## config.mk

```make
export PLATFORM = sky130hd
export DESIGN_NAME = mips_run_monitor_flat
export DESIGN_NICKNAME = d
export VERILOG_FILES = /design/src/rtl/mips_run_monitor_if.sv /design/src/rtl/mips_run_monitor.sv /design/src/flat_wrapper.sv
export SDC_FILE = /design/constraint.sdc
export NUM_CORES = 1
export LEC_CHECK = 0
export CORE_UTILIZATION = 30
export CTS_BUF_LIST = sky130_fd_sc_hd__clkbuf_2
export CTS_CLUSTER_DIAMETER = 200
export DETAILED_ROUTE_END_ITERATION = 10
export PLACE_DENSITY = 0.65
export REMOVE_ABC_BUFFERS = 1
export SETUP_SLACK_MARGIN = 0.05
export SYNTH_ARGS = -nofsm -noshare
export SYNTH_HDL_FRONTEND = slang
export SYNTH_SLANG_ARGS = --single-unit
```

## constraint.sdc

```tcl
create_clock -name clk -period 4 [get_ports clk]
set_input_delay 0.8 -clock clk [delete_from_list [all_inputs] [get_ports clk]]
set_output_delay 0.8 -clock clk [all_outputs]
set_load 0.01 [all_outputs]
```

## src/rtl/mips_run_monitor_if.sv

```systemverilog
// mips_run_monitor_if
//   Groups the fetch-stream observation signals and the register-file
//   debug read port shared by the MIPS core side and the run monitor.
//   Signals:
//     instr_valid  instr/pc hold a newly fetched instruction this cycle
//     instr        fetched instruction word
//     pc           address of instr
//     dbg_raddr    register-file debug read address (driven by the monitor)
//     dbg_rdata    register-file debug read data (driven by the core side)
//   Modports:
//     master  core / register-file side
//     slave   monitor side
interface mips_run_monitor_if #(
  parameter int WIDTH = 32
) ();
  logic             instr_valid;
  logic [WIDTH-1:0] instr;
  logic [WIDTH-1:0] pc;
  logic [4:0]       dbg_raddr;
  logic [WIDTH-1:0] dbg_rdata;

  modport master (
    output instr_valid,
    output instr,
    output pc,
    output dbg_rdata,
    input  dbg_raddr
  );

  modport slave (
    input  instr_valid,
    input  instr,
    input  pc,
    input  dbg_rdata,
    output dbg_raddr
  );
endinterface

```

## src/rtl/mips_run_monitor.sv

```systemverilog
// mips_run_monitor
//   Run-control and self-check monitor for the multicycle MIPS core.
//   Watches the fetch stream for the HALT word, runs a cycle watchdog, then
//   reads NUM_CHECKS registers through the debug port and compares them with
//   their expected values. All result flags are sticky until reset.
//   Optional feature macro: MONITOR_PC_HIST_EN builds a PC history buffer
//   readable through hist_idx/hist_pc; without it hist_pc is tied to 0.
//   Ports:
//     clk, reset    clock (rising edge), asynchronous active-high reset
//     bus           fetch stream + register-file debug port (slave modport)
//     exp_addr      packed register numbers to check, entry i = [5i+4:5i]
//     exp_data      packed expected values, entry i = [WIDTH*i +: WIDTH]
//     done/pass/fail/timeout  sticky result flags
//     fail_index    index of the first mismatching check
//     halt_pc       pc of the HALT instruction
//     cycle_count   cycles spent in RUN (saturating)
//     instr_count   instr_valid pulses seen in RUN, HALT included (saturating)
//     hist_idx      PC history select, 0 = newest
//     hist_pc       selected PC history entry (combinational read)
module mips_run_monitor #(
  parameter int               WIDTH          = 32,
  parameter int               NUM_CHECKS     = 3,
  parameter logic [WIDTH-1:0] HALT_OPCODE    = 32'hfc000000,
  parameter int               TIMEOUT_CYCLES = 2000,
  parameter int               CNT_W          = 16,
  parameter int               HIST_DEPTH     = 8,
  localparam int              IDX_W          = $clog2(NUM_CHECKS) + 1,
  localparam int              HIST_W         = $clog2(HIST_DEPTH)
) (
  input  logic                        clk,
  input  logic                        reset,
  mips_run_monitor_if.slave           bus,
  input  logic [5*NUM_CHECKS-1:0]     exp_addr,
  input  logic [WIDTH*NUM_CHECKS-1:0] exp_data,
  output logic                        done,
  output logic                        pass,
  output logic                        fail,
  output logic                        timeout,
  output logic [IDX_W-1:0]            fail_index,
  output logic [WIDTH-1:0]            halt_pc,
  output logic [CNT_W-1:0]            cycle_count,
  output logic [CNT_W-1:0]            instr_count,
  input  logic [HIST_W-1:0]           hist_idx,
  output logic [WIDTH-1:0]            hist_pc
);

  typedef enum logic [1:0] {
    ST_RUN      = 2'd0,
    ST_CHK_ADDR = 2'd1,
    ST_CHK_DATA = 2'd2,
    ST_DONE     = 2'd3
  } state_t;

  localparam logic [CNT_W-1:0] CNT_MAX  = {CNT_W{1'b1}};
  localparam logic [CNT_W-1:0] TO_LAST  = CNT_W'(TIMEOUT_CYCLES - 1);
  localparam logic [IDX_W-1:0] LAST_IDX = IDX_W'(NUM_CHECKS - 1);

  state_t             state_r, state_s;
  logic [IDX_W-1:0]   idx_r, idx_s;
  logic [4:0]         dbg_raddr_r, dbg_raddr_s;
  logic               done_r, done_s;
  logic               pass_r, pass_s;
  logic               fail_r, fail_s;
  logic               timeout_r, timeout_s;
  logic [IDX_W-1:0]   fail_index_r, fail_index_s;
  logic [WIDTH-1:0]   halt_pc_r, halt_pc_s;
  logic [CNT_W-1:0]   cycle_count_r, cycle_count_s;
  logic [CNT_W-1:0]   instr_count_r, instr_count_s;
  logic               halt_hit_s;
  logic [WIDTH-1:0]   cur_exp_s;

  assign halt_hit_s = bus.instr_valid && (bus.instr == HALT_OPCODE);
  assign cur_exp_s  = exp_data[WIDTH*int'(idx_r) +: WIDTH];

  // Next-state and next-output logic for the run/check sequencer.
  // dbg_raddr is loaded on the edge that enters CHK_ADDR so the register
  // file has the whole CHK_ADDR cycle to return data sampled in CHK_DATA.
  always_comb begin
    state_s       = state_r;
    idx_s         = idx_r;
    dbg_raddr_s   = dbg_raddr_r;
    done_s        = done_r;
    pass_s        = pass_r;
    fail_s        = fail_r;
    timeout_s     = timeout_r;
    fail_index_s  = fail_index_r;
    halt_pc_s     = halt_pc_r;
    cycle_count_s = cycle_count_r;
    instr_count_s = instr_count_r;
    case (state_r)
      ST_RUN: begin
        if (cycle_count_r != CNT_MAX) begin
          cycle_count_s = cycle_count_r + CNT_W'(1);
        end else begin
          cycle_count_s = cycle_count_r;
        end
        if (bus.instr_valid && (instr_count_r != CNT_MAX)) begin
          instr_count_s = instr_count_r + CNT_W'(1);
        end else begin
          instr_count_s = instr_count_r;
        end
        // HALT takes priority over a watchdog expiry on the same edge
        if (halt_hit_s) begin
          halt_pc_s   = bus.pc;
          idx_s       = '0;
          dbg_raddr_s = exp_addr[4:0];
          state_s     = ST_CHK_ADDR;
        end else if (cycle_count_r == TO_LAST) begin
          timeout_s = 1'b1;
          fail_s    = 1'b1;
          done_s    = 1'b1;
          state_s   = ST_DONE;
        end else begin
          state_s = ST_RUN;
        end
      end
      ST_CHK_ADDR: begin
        state_s = ST_CHK_DATA;
      end
      ST_CHK_DATA: begin
        if (bus.dbg_rdata != cur_exp_s) begin
          fail_s       = 1'b1;
          done_s       = 1'b1;
          fail_index_s = idx_r;
          state_s      = ST_DONE;
        end else if (idx_r == LAST_IDX) begin
          pass_s  = 1'b1;
          done_s  = 1'b1;
          state_s = ST_DONE;
        end else begin
          idx_s       = idx_r + IDX_W'(1);
          dbg_raddr_s = exp_addr[5*(int'(idx_r) + 1) +: 5];
          state_s     = ST_CHK_ADDR;
        end
      end
      ST_DONE: begin
        state_s = ST_DONE;
      end
      default: begin
        state_s = ST_RUN;
      end
    endcase
  end

  // State and registered-output update; reset clears everything at once.
  always_ff @(posedge clk or posedge reset) begin
    if (reset) begin
      state_r       <= ST_RUN;
      idx_r         <= '0;
      dbg_raddr_r   <= 5'd0;
      done_r        <= 1'b0;
      pass_r        <= 1'b0;
      fail_r        <= 1'b0;
      timeout_r     <= 1'b0;
      fail_index_r  <= '0;
      halt_pc_r     <= '0;
      cycle_count_r <= '0;
      instr_count_r <= '0;
    end else begin
      state_r       <= state_s;
      idx_r         <= idx_s;
      dbg_raddr_r   <= dbg_raddr_s;
      done_r        <= done_s;
      pass_r        <= pass_s;
      fail_r        <= fail_s;
      timeout_r     <= timeout_s;
      fail_index_r  <= fail_index_s;
      halt_pc_r     <= halt_pc_s;
      cycle_count_r <= cycle_count_s;
      instr_count_r <= instr_count_s;
    end
  end

  assign bus.dbg_raddr = dbg_raddr_r;
  assign done          = done_r;
  assign pass          = pass_r;
  assign fail          = fail_r;
  assign timeout       = timeout_r;
  assign fail_index    = fail_index_r;
  assign halt_pc       = halt_pc_r;
  assign cycle_count   = cycle_count_r;
  assign instr_count   = instr_count_r;

`ifdef MONITOR_PC_HIST_EN
  logic [WIDTH-1:0]  hist_r [HIST_DEPTH];
  logic [HIST_W-1:0] wptr_r;

  // Circular PC history, written on every fetch while running.
  always_ff @(posedge clk or posedge reset) begin
    if (reset) begin
      for (int i = 0; i < HIST_DEPTH; i++) begin
        hist_r[i] <= '0;
      end
      wptr_r <= '0;
    end else if ((state_r == ST_RUN) && bus.instr_valid) begin
      hist_r[wptr_r] <= bus.pc;
      wptr_r         <= wptr_r + HIST_W'(1);
    end else begin
      wptr_r <= wptr_r;
    end
  end

  // Newest entry sits one slot behind the write pointer; wrap is modulo depth.
  assign hist_pc = hist_r[wptr_r - HIST_W'(1) - hist_idx];
`else
  logic unused_hist_idx_s;
  assign unused_hist_idx_s = ^hist_idx;
  assign hist_pc           = '0;
`endif

endmodule
```

## src/flat_wrapper.sv

```systemverilog
// flat-port wrapper written by rule: the top's interface ports become plain ports
module mips_run_monitor_flat 
#(
  parameter int               WIDTH          = 32,
  parameter int               NUM_CHECKS     = 3,
  parameter logic [WIDTH-1:0] HALT_OPCODE    = 32'hfc000000,
  parameter int               TIMEOUT_CYCLES = 2000,
  parameter int               CNT_W          = 16,
  parameter int               HIST_DEPTH     = 8,
  localparam int              IDX_W          = $clog2(NUM_CHECKS) + 1,
  localparam int              HIST_W         = $clog2(HIST_DEPTH)
)
  (clk, reset, exp_addr, exp_data, done, pass, fail, timeout, fail_index, halt_pc, cycle_count, instr_count, hist_idx, hist_pc, bus_instr_valid, bus_instr, bus_pc, bus_dbg_rdata, bus_dbg_raddr);
  mips_run_monitor_if #(.WIDTH(WIDTH)) bus_i ();
  input  logic clk;
  input  logic reset;
  input  logic [5*NUM_CHECKS-1:0] exp_addr;
  input  logic [WIDTH*NUM_CHECKS-1:0] exp_data;
  output logic done;
  output logic pass;
  output logic fail;
  output logic timeout;
  output logic [IDX_W-1:0] fail_index;
  output logic [WIDTH-1:0] halt_pc;
  output logic [CNT_W-1:0] cycle_count;
  output logic [CNT_W-1:0] instr_count;
  input  logic [HIST_W-1:0] hist_idx;
  output logic [WIDTH-1:0] hist_pc;
  input wire logic [$bits(bus_i.instr_valid)-1:0] bus_instr_valid;
  input wire logic [$bits(bus_i.instr)-1:0] bus_instr;
  input wire logic [$bits(bus_i.pc)-1:0] bus_pc;
  input wire logic [$bits(bus_i.dbg_rdata)-1:0] bus_dbg_rdata;
  output wire logic [$bits(bus_i.dbg_raddr)-1:0] bus_dbg_raddr;
  assign bus_i.instr_valid = bus_instr_valid;
  assign bus_i.instr = bus_instr;
  assign bus_i.pc = bus_pc;
  assign bus_i.dbg_rdata = bus_dbg_rdata;
  assign bus_dbg_raddr = bus_i.dbg_raddr;
  mips_run_monitor #(.WIDTH(WIDTH), .NUM_CHECKS(NUM_CHECKS), .HALT_OPCODE(HALT_OPCODE), .TIMEOUT_CYCLES(TIMEOUT_CYCLES), .CNT_W(CNT_W), .HIST_DEPTH(HIST_DEPTH)) u_core (.clk(clk), .reset(reset), .bus(bus_i), .exp_addr(exp_addr), .exp_data(exp_data), .done(done), .pass(pass), .fail(fail), .timeout(timeout), .fail_index(fail_index), .halt_pc(halt_pc), .cycle_count(cycle_count), .instr_count(instr_count), .hist_idx(hist_idx), .hist_pc(hist_pc));
endmodule
```

==> impl_results.md, run 1 <==
* Max_cap viols at 0
* Crit path largest cell delay at 650 ps
* Final hold slack at 492.3 ps
* Crit. path cell count at 11
* Gr ovfl total at 0
* Final hold violations at 0
* Top post-synthesis cells by area: dfrtp_1, nand2_1, mux2i_1
* Post-Route WL at 21050 µm
* Ant. Diodes at 0
* Dpl hpwl at 16330 µm
* Die Height at 149.8 µm
* P_int at 1.509 mW
* DRC errors left at 0
* Fmax at 279.1 MHz
* Critical path arrival at 4040 ps
* Die ar. at 22440 µm²
* CTS max path bufs at 2
* Die X-Extent at 149.8 µm
* Cell Pwr Density at 213.8 nW/µm²
* Post-Syn Area at 6555 µm²
* Core area at roughly 21000 µm²
* Clock share of power at between 20% and 30%
* Largest net degree at the start of global routing at 88
* Syn-to-layout area delta at 48.44%
* Proportion of layout cells with a drive suffix above 1 at 6.621%
* Port bufs at 285
* Clock skew at 38.77 ps
* Crit path launch type: flop
* Seq pwr share at 44.9%
* Clock slew at reported path FFs at 210 ps
* Cell count after synthesis at 755
* Cts hold-fix bufs at 0
* Worst Hold Class: reg2reg
* Crit end category: flop
* Unrepaired setup endpoints after global routing: false
* Final nets at 1244
* Via Count at 6562
* Num rows at 53
* Clock Latency Late Sink at 510 ps
* Distinct cells, synth at 74
* GPL Wtd Cong at 0.7898
* Synth area leader: dfrtp_1
* Via density at 5.040
* Worst vdd ir at around 0.23 mV
* Root Buffer: clkbuf_2
* Top-Level Pins at 321
* Post-CTS setup buffer count at 0
* CP max FO at 29
* Sw Pwr at 0.5718 mW
* Worst path cell trace: buf_4 > ha_1 > inv_1 > ha_1 > ha_1 > inv_1 > fa_1 > nor4b_1 > a221oi_1 > nor3_1 > a221o_1
* # resized after CTS at 0
* Total power at 2.081 mW
* Critical path type: reg2reg
* Avg Cell Area, Syn at 8.682 µm²
* Setup violators final at 0
* TritonCTS clock tree: done
* Most used cell, CP: ha_1
* First-pass GRT wire length at 32410 µm
* CTS Sinks at 81
* Slew margin rel. at 41.48%
* Num CTS Buffers at 9
* TritonRoute pass-1 iters at 5
* CP bufs+invs at 3
* Fin Setup TNS at 0 ps
* Ys flop type: dfrtp_1
* Overall routing resource usage at 18.08%
* Vias in the first global route at between 6000 and 7000
* Slew @ Worst Pin at approximately 860 ps
* Hold path cells at 2
* R2R depth at 11
* H-tree depth at 3
* DRT antenna net count at 0
* Combinational Power Share at 28.9%
* Crit-path leading delay family: adder cells
* P_leak at 4.048 nW
* Fin crit share at around nine tenths
* Min Clock Period, post-route at 3583 ps
* Most instantiated cells after synthesis: nand2_1, dfrtp_1, buf_4
* Post-synth top area share at 30.92%
* Initial antenna violation count at 0
* WP data required at approximately 4500 ps
* Design area at 9731 µm²
* Initial Utilization at a little under a third
* Yosys reg bits at 81
* Most common cell in the netlist: nand2_1
* Sw frac at 27.48%
* Initial DRC Count at 297
* Final slew viol count at 0
* Post-synth EDFFs at 0
* Sequential area share after synthesis at between 30% and 40%
* DP Area at 9579 µm²
* Async S/R FF share, synth at 100.0%
* Slowest CP cell: nor4b_1
* Status: completed
* Avg WL per Cell at 16.17 µm
* Ys Warns at 0
## worst reg2reg max path: cells and delay by family (launching register included)
kind	cells	cell delay, ps
AND/OR/NAND/NOR	2	900
buffers and inverters	3	610
AO/OA/AOI/OAI	2	370
flip-flops	1	440
adder cells (fa/ha/maj)	4	1260
## area by class of cell
class / count / area, µm²
Clock buffer: 9 / 45.04
Clock inverter: 5 / 106.4
Multi-Input combinational cell: 619 / 4151
Fill cell: 2106 / 11490
Tap cell: 275 / 344.1
Inverter: 10 / 38.79
Sequential cell: 81 / 2032
Timing Repair Buffer: 303 / 3013
## power groups by stage
stage	Clock, mW	Combinational [mW]	Sequential [mW]
after floorplan	0	0.205	0.960
after global placement	0	0.598	0.949
after detailed placement	0	0.606	0.950
after CTS	0.567	0.609	0.936
after global routing	0.599	0.655	0.946
final	0.545	0.601	0.934
## through the flow
stage	util, %	setup slack [ps]	std cells
3_5_place_dp	45.14	177.1	1288
4_1_cts	45.86	483.7	1302
2_1_floorplan	-	-2274	710
6_report	45.86	417.4	1302
3_3_place_gp	45.14	219.5	1288
5_1_grt	45.86	197.4	1302
## kinds of logic (layout without fill, tap and decap cells)
family | Yosys count | count (layout) | synth area share, %
and+or+nand+nor | 338 | 338 | 27.79
AOI/OAI and AO/OA | 149 | 149 | 17.05
buffers and inverters | 86 | 327 | 7.520
DFF | 81 | 81 | 30.92
muxes | 55 | 55 | 10.14
xor gates and xnor gates | 38 | 38 | 5.077
adders and majority gates | 7 | 7 | 1.451
other | 1 | 32 | 0.05721
## path summary, 6_finish.rpt
check                                               start  slack, ps                             endpoint
min                        u_core.halt_pc[19]$_DFFE_PP0P_        490       u_core.halt_pc[19]$_DFFE_PP0P_
max reg2reg                   u_core.idx_r[1]$_DFFE_PP0P_        420  u_core.bus.dbg_raddr[2]$_DFFE_PP0P_
min in group asynchronous                           reset        580    u_core.cycle_count[1]$_DFFE_PP0P_
max in group asynchronous                           reset       2620          u_core.idx_r[0]$_DFFE_PP0P_
max                           u_core.idx_r[1]$_DFFE_PP0P_        420  u_core.bus.dbg_raddr[2]$_DFFE_PP0P_
min reg2reg                u_core.halt_pc[19]$_DFFE_PP0P_        490       u_core.halt_pc[19]$_DFFE_PP0P_
## per-layer routing
metal / global-route usage [%] / wire length [µm] / vias up / part of all wire [%]
met4: 3.030 / 155 / 0 / 0.74
met5: 0 / 0 / - / 0
met1: 22.89 / 8906 / 3093 / 42
met2: 31.48 / 10380 / 216 / 49
met3: 4.207 / 1609 / 9 / 7.6
li1: - / - / 3244 / -
## layout by cell type, fill, tap and decap left out, types with 7 or more instances in the layout
cell type and count:
nand3_1 19, o311ai_1 9, xnor2_1 21, nand2_1 126, mux2_2 15, and3b_1 11
nand4_1 10, a221o_1 9, o2bb2ai_1 14, and3_1 14, and4b_1 8, o21ai_0 14
dfrtp_1 79, mux2i_1 27, or4_1 13, o2111ai_1 14, inv_1 7, nor3_1 16
a2bb2oi_1 16, buf_4 16, nand2b_1 34, nor2_1 26, a21oi_1 33, nor2b_1 25
clkbuf_2 9, clkdlybuf4s50_1 285, xor2_1 17, conb_1 32
## registers in the layout, indices dropped and copies added (netlist names)
register,count
u_core.pass,1
u_core.fail_index,3
u_core.cycle_count,16
u_core.instr_count,16
u_core.halt_pc,32
u_core.state_r,2
u_core.done,1
u_core.fail,1
u_core.bus.dbg_raddr,5
u_core.timeout,1
u_core.idx_r,3
Note: power is estimated with default switching activity, not from simulation.
==> inputs of run 2 (changes only) <==
- ABC_AREA: unset -> 1
- CORE_UTILIZATION: 30 -> 40
- PLACE_DENSITY: 0.65 -> 0.84
==> run 2 against run 1 <==
Net effect:
- design area decreased by 6.2%
- first-iteration DRC count decreased by 5.7%
- setup slack improved by 160 ps
- clock power decreased by 8.6%
- via count decreased by 0.59%
- sequential cell count unchanged
- die area decreased by 29%
- synthesized cell count increased by 20%
- register-to-register slack improved by 160 ps
- core utilization increased by 16 points
- cell count increased by 4.9%
- critical path type unchanged
==> impl_results.md, run 2 <==
* Final hold violations at 0 (unchanged)
* Critical path type: reg2reg (unchanged)
* Dpl hpwl at 14750 µm (was 16330 µm)
* Via Count at 6523 (was 6562)
* CTS max path bufs at 2 (unchanged)
* Clock skew at 22.33 ps (was 38.77 ps)
* Most instantiated cells after synthesis: nand2_1, inv_1, nand3_1 (was nand2_1, dfrtp_1, buf_4)
* Cell count after synthesis at 905 (was 755)
* Final core occ at 61.87% (was 45.86%)
* DRT antenna net count at 0 (unchanged)
* Cell Pwr Density at 180.9 nW/µm² (was 213.8 nW/µm²)
* Slew @ Worst Pin at 745.4 ps (was 864.1 ps)
* Unrepaired setup endpoints after global routing: false (unchanged)
* Post-Syn Area at 6151 µm² (was 6555 µm²)
* Vias in the first global route at 6173 (was 6129)
* Top post-synthesis cells by area: dfrtp_1, nand2_1, nand3_1 (was dfrtp_1, nand2_1, mux2i_1)
* Slew margin rel. at 50.12% (was 41.48%)
* Initial DRC Count at 280 (was 297)
* Crit end category: flop (unchanged)
* TritonCTS clock tree: done (unchanged)
* Worst Hold Class: in2async (was reg2reg)
* H-tree depth at 3 (unchanged)
* Port bufs at 285 (unchanged)
* Via density at 4.775 (was 5.040)
* Final setup margin at 573.1 ps (was 417.4 ps)
* Num CTS Buffers at 9 (unchanged)
* WP data required at 4470 ps (was 4460 ps)
* TritonRoute pass-1 iters at 5 (unchanged)
* CP max FO at 14 (was 29)
* Number of flip-flops in the largest register at 32 (unchanged)
* Most frequent cells in the layout: nand2_1, clkdlybuf4s50_1, inv_1 (was clkdlybuf4s50_1, nand2_1, dfrtp_1)
* Dpl ws at 573.0 ps (was 177.1 ps)
* Ant. Diodes at 0 (unchanged)
* Commonest non-fill, non-tap cell in the layout: nand2_1 (was clkdlybuf4s50_1)
* Top-Level Pins at 321 (unchanged)
* Non-filler cells, final at 1366 (was 1302)
* Final slew viol count at 0 (unchanged)
* Post-Route WL at 18650 µm (was 21050 µm)
* Max_cap viols at 0 (unchanged)
* Fin crit share at 85.67% (was 89.56%)
* Initial antenna violation count at 0 (unchanged)
* Min Clock Period, post-route at 3427 ps (was 3583 ps)
* Initial Utilization at 41.69% (was 30.89%)
* Die Height at 126.0 µm (was 149.8 µm)
* Post-synth EDFFs at 0 (unchanged)
* Core area at 14750 µm² (was 21220 µm²)
* Fin Setup TNS at 0 ps (unchanged)
* Proportion of layout cells with a drive suffix above 1 at 6.768% (was 6.621%)
* Syn-to-layout area delta at 48.41% (was 48.44%)
* Distinct cells, synth at 44 (was 74)
* Fmax at 291.8 MHz (was 279.1 MHz)
* Sequential area share after synthesis at 32.95% (was 30.92%)
* Status: completed (unchanged)
* Critical path arrival at 3900 ps (was 4040 ps)
* Final nets at 1397 (was 1244)
* Num rows at 44 (was 53)
* Avg WL per Cell at 13.65 µm (was 16.17 µm)
* Ys flop type: dfrtp_1 (unchanged)
* Cts hold-fix bufs at 0 (unchanged)
* Most common cell in the netlist: nand2_1 (unchanged)
* Post-synth top area share at 32.95% (was 30.92%)
* Largest net degree at the start of global routing at 65 (was 88)
* Final hold slack at 478.9 ps (was 492.3 ps)
* Root Buffer: clkbuf_2 (unchanged)
* Gr ovfl total at 0 (unchanged)
* DP Area at 8987 µm² (was 9579 µm²)
* Post-CTS setup buffer count at 0 (unchanged)
* First-pass GRT wire length at 29740 µm (was 32410 µm)
* P_leak at 4.443 nW (was 4.048 nW)
* Total power at 1.652 mW (was 2.081 mW)
* Worst vdd ir at 0.1919 mV (was 0.2335 mV)
* Setup violators final at 0 (unchanged)
* Ys Warns at 0 (unchanged)
* Clock Latency Late Sink at 520 ps (was 510 ps)
* Die ar. at 15880 µm² (was 22440 µm²)
* Crit path launch type: flop (unchanged)
* Async S/R FF share, synth at 100.0% (unchanged)
* Synth area leader: dfrtp_1 (unchanged)
* CTS Sinks at 81 (unchanged)
* Clock slew at reported path FFs at 230 ps (was 210 ps)
* Inst Count DP at 1350 (was 1288)
* GPL Wtd Cong at 0.8853 (was 0.7898)
* # resized after CTS at 0 (unchanged)
* Die X-Extent at 126.0 µm (was 149.8 µm)
* DRC errors left at 0 (unchanged)
* Overall routing resource usage at 23.30% (was 18.08%)
* Yosys reg bits at 81 (unchanged)
* # fillers at 1285 (was 2106)
* Design area at 9129 µm² (was 9731 µm²)
* Avg Cell Area, Syn at 6.797 µm² (was 8.682 µm²)
[run 2: changes by cell type in the layout (fill, tap and decap cells not counted), sizes merged, moves of 14 or more]
| cell | before | now |
|---|---|---|
| nor2b | 26 | 0 |
| a2bb2oi | 16 | 0 |
| a21oi | 34 | 5 |
| o21ai | 15 | 50 |
| o2bb2ai | 14 | 0 |
| nand2 | 127 | 316 |
| inv | 8 | 99 |
| mux2i | 27 | 0 |
| nand3 | 20 | 93 |
| o2111ai | 14 | 0 |
| nor2 | 26 | 76 |
| nand2b | 34 | 0 |
[run 2: worst paths after layout]
check                                       startpoint                                   to  slack (ps)  cells after the start
setup / recovery           u_core.idx_r[1]$_DFFE_PP0P_  u_core.bus.dbg_raddr[1]$_DFFE_PP0P_         570                     19
hold / removal                                   reset       u_core.halt_pc[31]$_DFFE_PP0P_         480                      2
setup reg to reg           u_core.idx_r[1]$_DFFE_PP0P_  u_core.bus.dbg_raddr[1]$_DFFE_PP0P_         570                     19
hold reg to reg                u_core.pass$_DFFE_PP0P_              u_core.pass$_DFFE_PP0P_         490                      1
max in group asynchronous                        reset   u_core.cycle_count[15]$_DFFE_PP0P_        2720                      3
min in group clk               u_core.pass$_DFFE_PP0P_              u_core.pass$_DFFE_PP0P_         490                      1
[run 2: cell type report]
| class | count | area [µm²] | area share, % |
|---|---|---|---|
| Multi-Input combinational cell | 689 | 3418 | 37.45 |
| Clock buffer | 10 | 50.05 | 0.5482 |
| Timing Repair Buffer | 295 | 2928 | 32.07 |
| Sequential cell | 81 | 2028 | 22.22 |
| Clock inverter | 6 | 91.34 | 1.001 |
| Tap cell | 184 | 230.2 | 2.522 |
| Inverter | 101 | 382.9 | 4.194 |
[run 2: power breakdown]
part | switching [mW] | internal, mW
combinational | 0.115 | 0.215
clock | 0.288 | 0.211
sequential | 0.00112 | 0.822
[run 2: per-layer routing]
metal	global-route usage, %	vias up	share of wire (%)
met5	0	-	0
met4	4.536	0	1.5
met3	6.754	18	7.3
met2	42.28	192	49
met1	27.22	2981	42
li1	-	3332	-
[run 2: cell families after synthesis]
group	synth area share, %
simple gates	36.33
other cells	0.06097
compound gates	5.757
mux	5.858
flops	32.95
xor+xnor	4.129
buf+inv	13.36
fa+ha+maj	1.546
[run 2: worst max-delay path, cell delays in order (launching register included)]
cell and delay [ps]:
dfrtp_1 600, ha_1 390, clkinv_1 90, ha_1 280, ha_1 140, inv_1 50, fa_1 460, inv_1 130
nand2_1 60, nand2_1 340, nand2_1 120, nand2_1 100, nand2_1 60, nand2_1 60, nand3_1 70, nand2_1 80
nand3_1 80, nand3_1 80, nand2_1 60, o21ai_2 120
==> inputs of run 3 (changes only) <==
- CORE_UTILIZATION: 40 -> 41
- PLACE_DENSITY: 0.84 -> 0.86
==> run 3 against run 2 <==
Net effect:
- clock skew decreased by 5.3 ps
- critical path depth increased by 1
- worst hold slack improved by 14 ps
- design area decreased by 0.36%
- clock power decreased by 4.6%
- sequential cell count unchanged
- wire length increased by 4.7%
- sequential power about the same
- critical path type unchanged
- highest routed layer unchanged
==> impl_results.md, run 3 (synthesized netlist as in run 2, its figures left out) <==
* Clock slew at reported path FFs at 200 ps (was 230 ps)
* Core area at 14590 µm² (was 14750 µm²)
* Via density at 4.883 (was 4.775)
* Top-Level Pins at 321 (unchanged)
* Status: completed (unchanged)
* DRC errors left at 0 (unchanged)
* Post-CTS setup buffer count at 0 (unchanged)
* P_leak at 4.439 nW (was 4.443 nW)
* Crit path launch type: flop (unchanged)
* WP data required at 4450 ps (was 4470 ps)
* Crit path largest cell delay at 550 ps (was 600 ps)
* Worst Hold Class: reg2reg (was in2async)
* Commonest non-fill, non-tap cell in the layout: nand2_1 (unchanged)
* CTS Sinks at 81 (unchanged)
* Die X-Extent at 124.5 µm (was 126.0 µm)
* TritonCTS clock tree: done (unchanged)
* Combinational Power Share at 20.5% (was 20.0%)
* Root Buffer: clkbuf_2 (unchanged)
* Via Count at 6655 (was 6523)
* GPL Wtd Cong at 0.8638 (was 0.8853)
* Vias in the first global route at 6657 (was 6173)
* Seq pwr share at 50.4% (was 49.8%)
* Syn-to-layout area delta at 47.88% (was 48.41%)
* Initial DRC Count at 308 (was 280)
* Critical path arrival at 4030 ps (was 3900 ps)
* Initial Utilization at 42.16% (was 41.69%)
* Num CTS Buffers at 9 (unchanged)
* Crit-path leading delay family: adder cells (unchanged)
* Unrepaired setup endpoints after global routing: false (unchanged)
* P_int at 1.243 mW (was 1.248 mW)
* Crit end category: flop (unchanged)
* CP max FO at 14 (unchanged)
* Setup violators final at 0 (unchanged)
* Sw Pwr at 0.3886 mW (was 0.4039 mW)
* Fin Setup TNS at 0 ps (unchanged)
* Slowest CP cell: ha_1 (was dfrtp_1)
* Gr ovfl total at 0 (unchanged)
* Die ar. at 15500 µm² (was 15880 µm²)
* Avg WL per Cell at 14.32 µm (was 13.65 µm)
* Clock skew at 17.06 ps (was 22.33 ps)
* DRT antenna net count at 0 (unchanged)
* Cts hold-fix bufs at 0 (unchanged)
* Slew @ Worst Pin at 809.0 ps (was 745.4 ps)
* Final hold violations at 0 (unchanged)
* Final slew viol count at 0 (unchanged)
* Ant. Diodes at 0 (unchanged)
* DP Area at 8972 µm² (was 8987 µm²)
* Most used cell, CP: nand2_1 (unchanged)
* Die Height at 124.5 µm (was 126.0 µm)
* Port bufs at 285 (unchanged)
* Fin crit share at 89.56% (was 85.67%)
* Design area at 9096 µm² (was 9129 µm²)
* Inst Count DP at 1348 (was 1350)
* Dpl hpwl at 15270 µm (was 14750 µm)
* H-tree depth at 3 (unchanged)
* Post-Route WL at 19520 µm (was 18650 µm)
* # fillers at 1272 (was 1285)
* First-pass GRT wire length at 32090 µm (was 29740 µm)
* Final nets at 1395 (was 1397)
* # resized after CTS at 0 (unchanged)
* Number of flip-flops in the largest register at 32 (unchanged)
* Fmax at 279.1 MHz (was 291.8 MHz)
* Proportion of layout cells with a drive suffix above 1 at 6.446% (was 6.768%)
* Num rows at 44 (unchanged)
* Slew margin rel. at 45.87% (was 50.12%)
* Critical path type: reg2reg (unchanged)
* Largest net degree at the start of global routing at 65 (unchanged)
* Sw frac at 23.81% (was 24.45%)
* CTS max path bufs at 2 (unchanged)
* Overall routing resource usage at 25.34% (was 23.30%)
* Cell Pwr Density at 179.4 nW/µm² (was 180.9 nW/µm²)
* Min Clock Period, post-route at 3582 ps (was 3427 ps)
* Clock share of power at 29.1% (was 30.2%)
* Initial antenna violation count at 0 (unchanged)
* Worst vdd ir at 0.1736 mV (was 0.1919 mV)
* Clock Latency Late Sink at 500 ps (was 520 ps)
* Worst path cell trace: inv_2 > ha_1 > clkinv_1 > ha_1 > ha_1 > inv_1 > fa_1 > inv_1 > nand2_1 > nand2_1 > nand2_1 > nand2_1 > nand2_1 > nand2_1 > nand3_1 > nand2_1 > nand3_1 > nand3_1 > nand2_1 > o21ai_2 (was ha_1 > clkinv_1 > ha_1 > ha_1 > inv_1 > fa_1 > inv_1 > nand2_1 > nand2_1 > nand2_1 > nand2_1 > nand2_1 > nand2_1 > nand3_1 > nand2_1 > nand3_1 > nand3_1 > nand2_1 > o21ai_2)
* Most frequent cells in the layout: nand2_1, clkdlybuf4s50_1, inv_1 (unchanged)
* Max_cap viols at 0 (unchanged)
* TritonRoute pass-1 iters at 5 (unchanged)
* CP bufs+invs at 4 (was 3)
* Non-filler cells, final at 1363 (was 1366)
-- run 3: cell count changes in the layout (fill, tap and decap cells not counted) --
cell and delta:
buf_4 -2, clkinv_2 +1, clkinv_1 +1, inv_6 -1, clkbuf_2 +1, clkinvlp_4 -3
-- run 3: routing by layer --
layer / up-vias / GRT usage [%] / part of all wire (%)
met4: 0 / 6.024 / 1.8
met1: 3072 / 29.22 / 41
met5: - / 0 / 0
met3: 33 / 6.615 / 7.1
met2: 220 / 46.28 / 50
li1: 3330 / - / -
-- run 3: cell type report --
type	count	area, µm²	share of cell area (%)
Clock inverter	4	68.82	0.7565
Multi-Input combinational cell	689	3418	37.58
Timing Repair Buffer	293	2913	32.02
Sequential cell	81	2028	22.30
Inverter	101	382.9	4.209
Tap cell	184	230.2	2.531
Clock buffer	11	55.05	0.6052
-- run 3: worst paths after layout --
check	from	end	slack, ps	cells past startpoint
worst max-delay path	u_core.idx_r[0]$_DFFE_PP0P_	u_core.bus.dbg_raddr[1]$_DFFE_PP0P_	420	20
worst min-delay path	u_core.pass$_DFFE_PP0P_	u_core.pass$_DFFE_PP0P_	490	1
worst max register to register	u_core.idx_r[0]$_DFFE_PP0P_	u_core.bus.dbg_raddr[1]$_DFFE_PP0P_	420	20
worst min register to register	u_core.pass$_DFFE_PP0P_	u_core.pass$_DFFE_PP0P_	490	1
max in group asynchronous	reset	u_core.halt_pc[3]$_DFFE_PP0P_	2490	3
min in group asynchronous	reset	u_core.halt_pc[31]$_DFFE_PP0P_	690	2
-- run 3: power by group through the flow --
stage	sequential, mW	clock (mW)	combinational, mW
3_3_place_gp	0.837	0	0.326
5_1_grt	0.823	0.520	0.368
4_1_cts	0.823	0.484	0.335
3_5_place_dp	0.837	0	0.334
6_report	0.823	0.475	0.334
2_1_floorplan	0.838	0	0.0981
-- run 3: per-stage QoR --
step                setup WS (ps)  hold slack, ps  power [mW]  util (%)
floorplan                  -788.0           465.3      0.9356         -
global placement            550.7           449.7       1.163     61.50
detailed placement          429.1           443.5       1.171     61.50
CTS                         400.4           498.4       1.642     62.35
global route                103.0           526.5       1.711     62.35
finish                      417.6           492.6       1.632     62.35
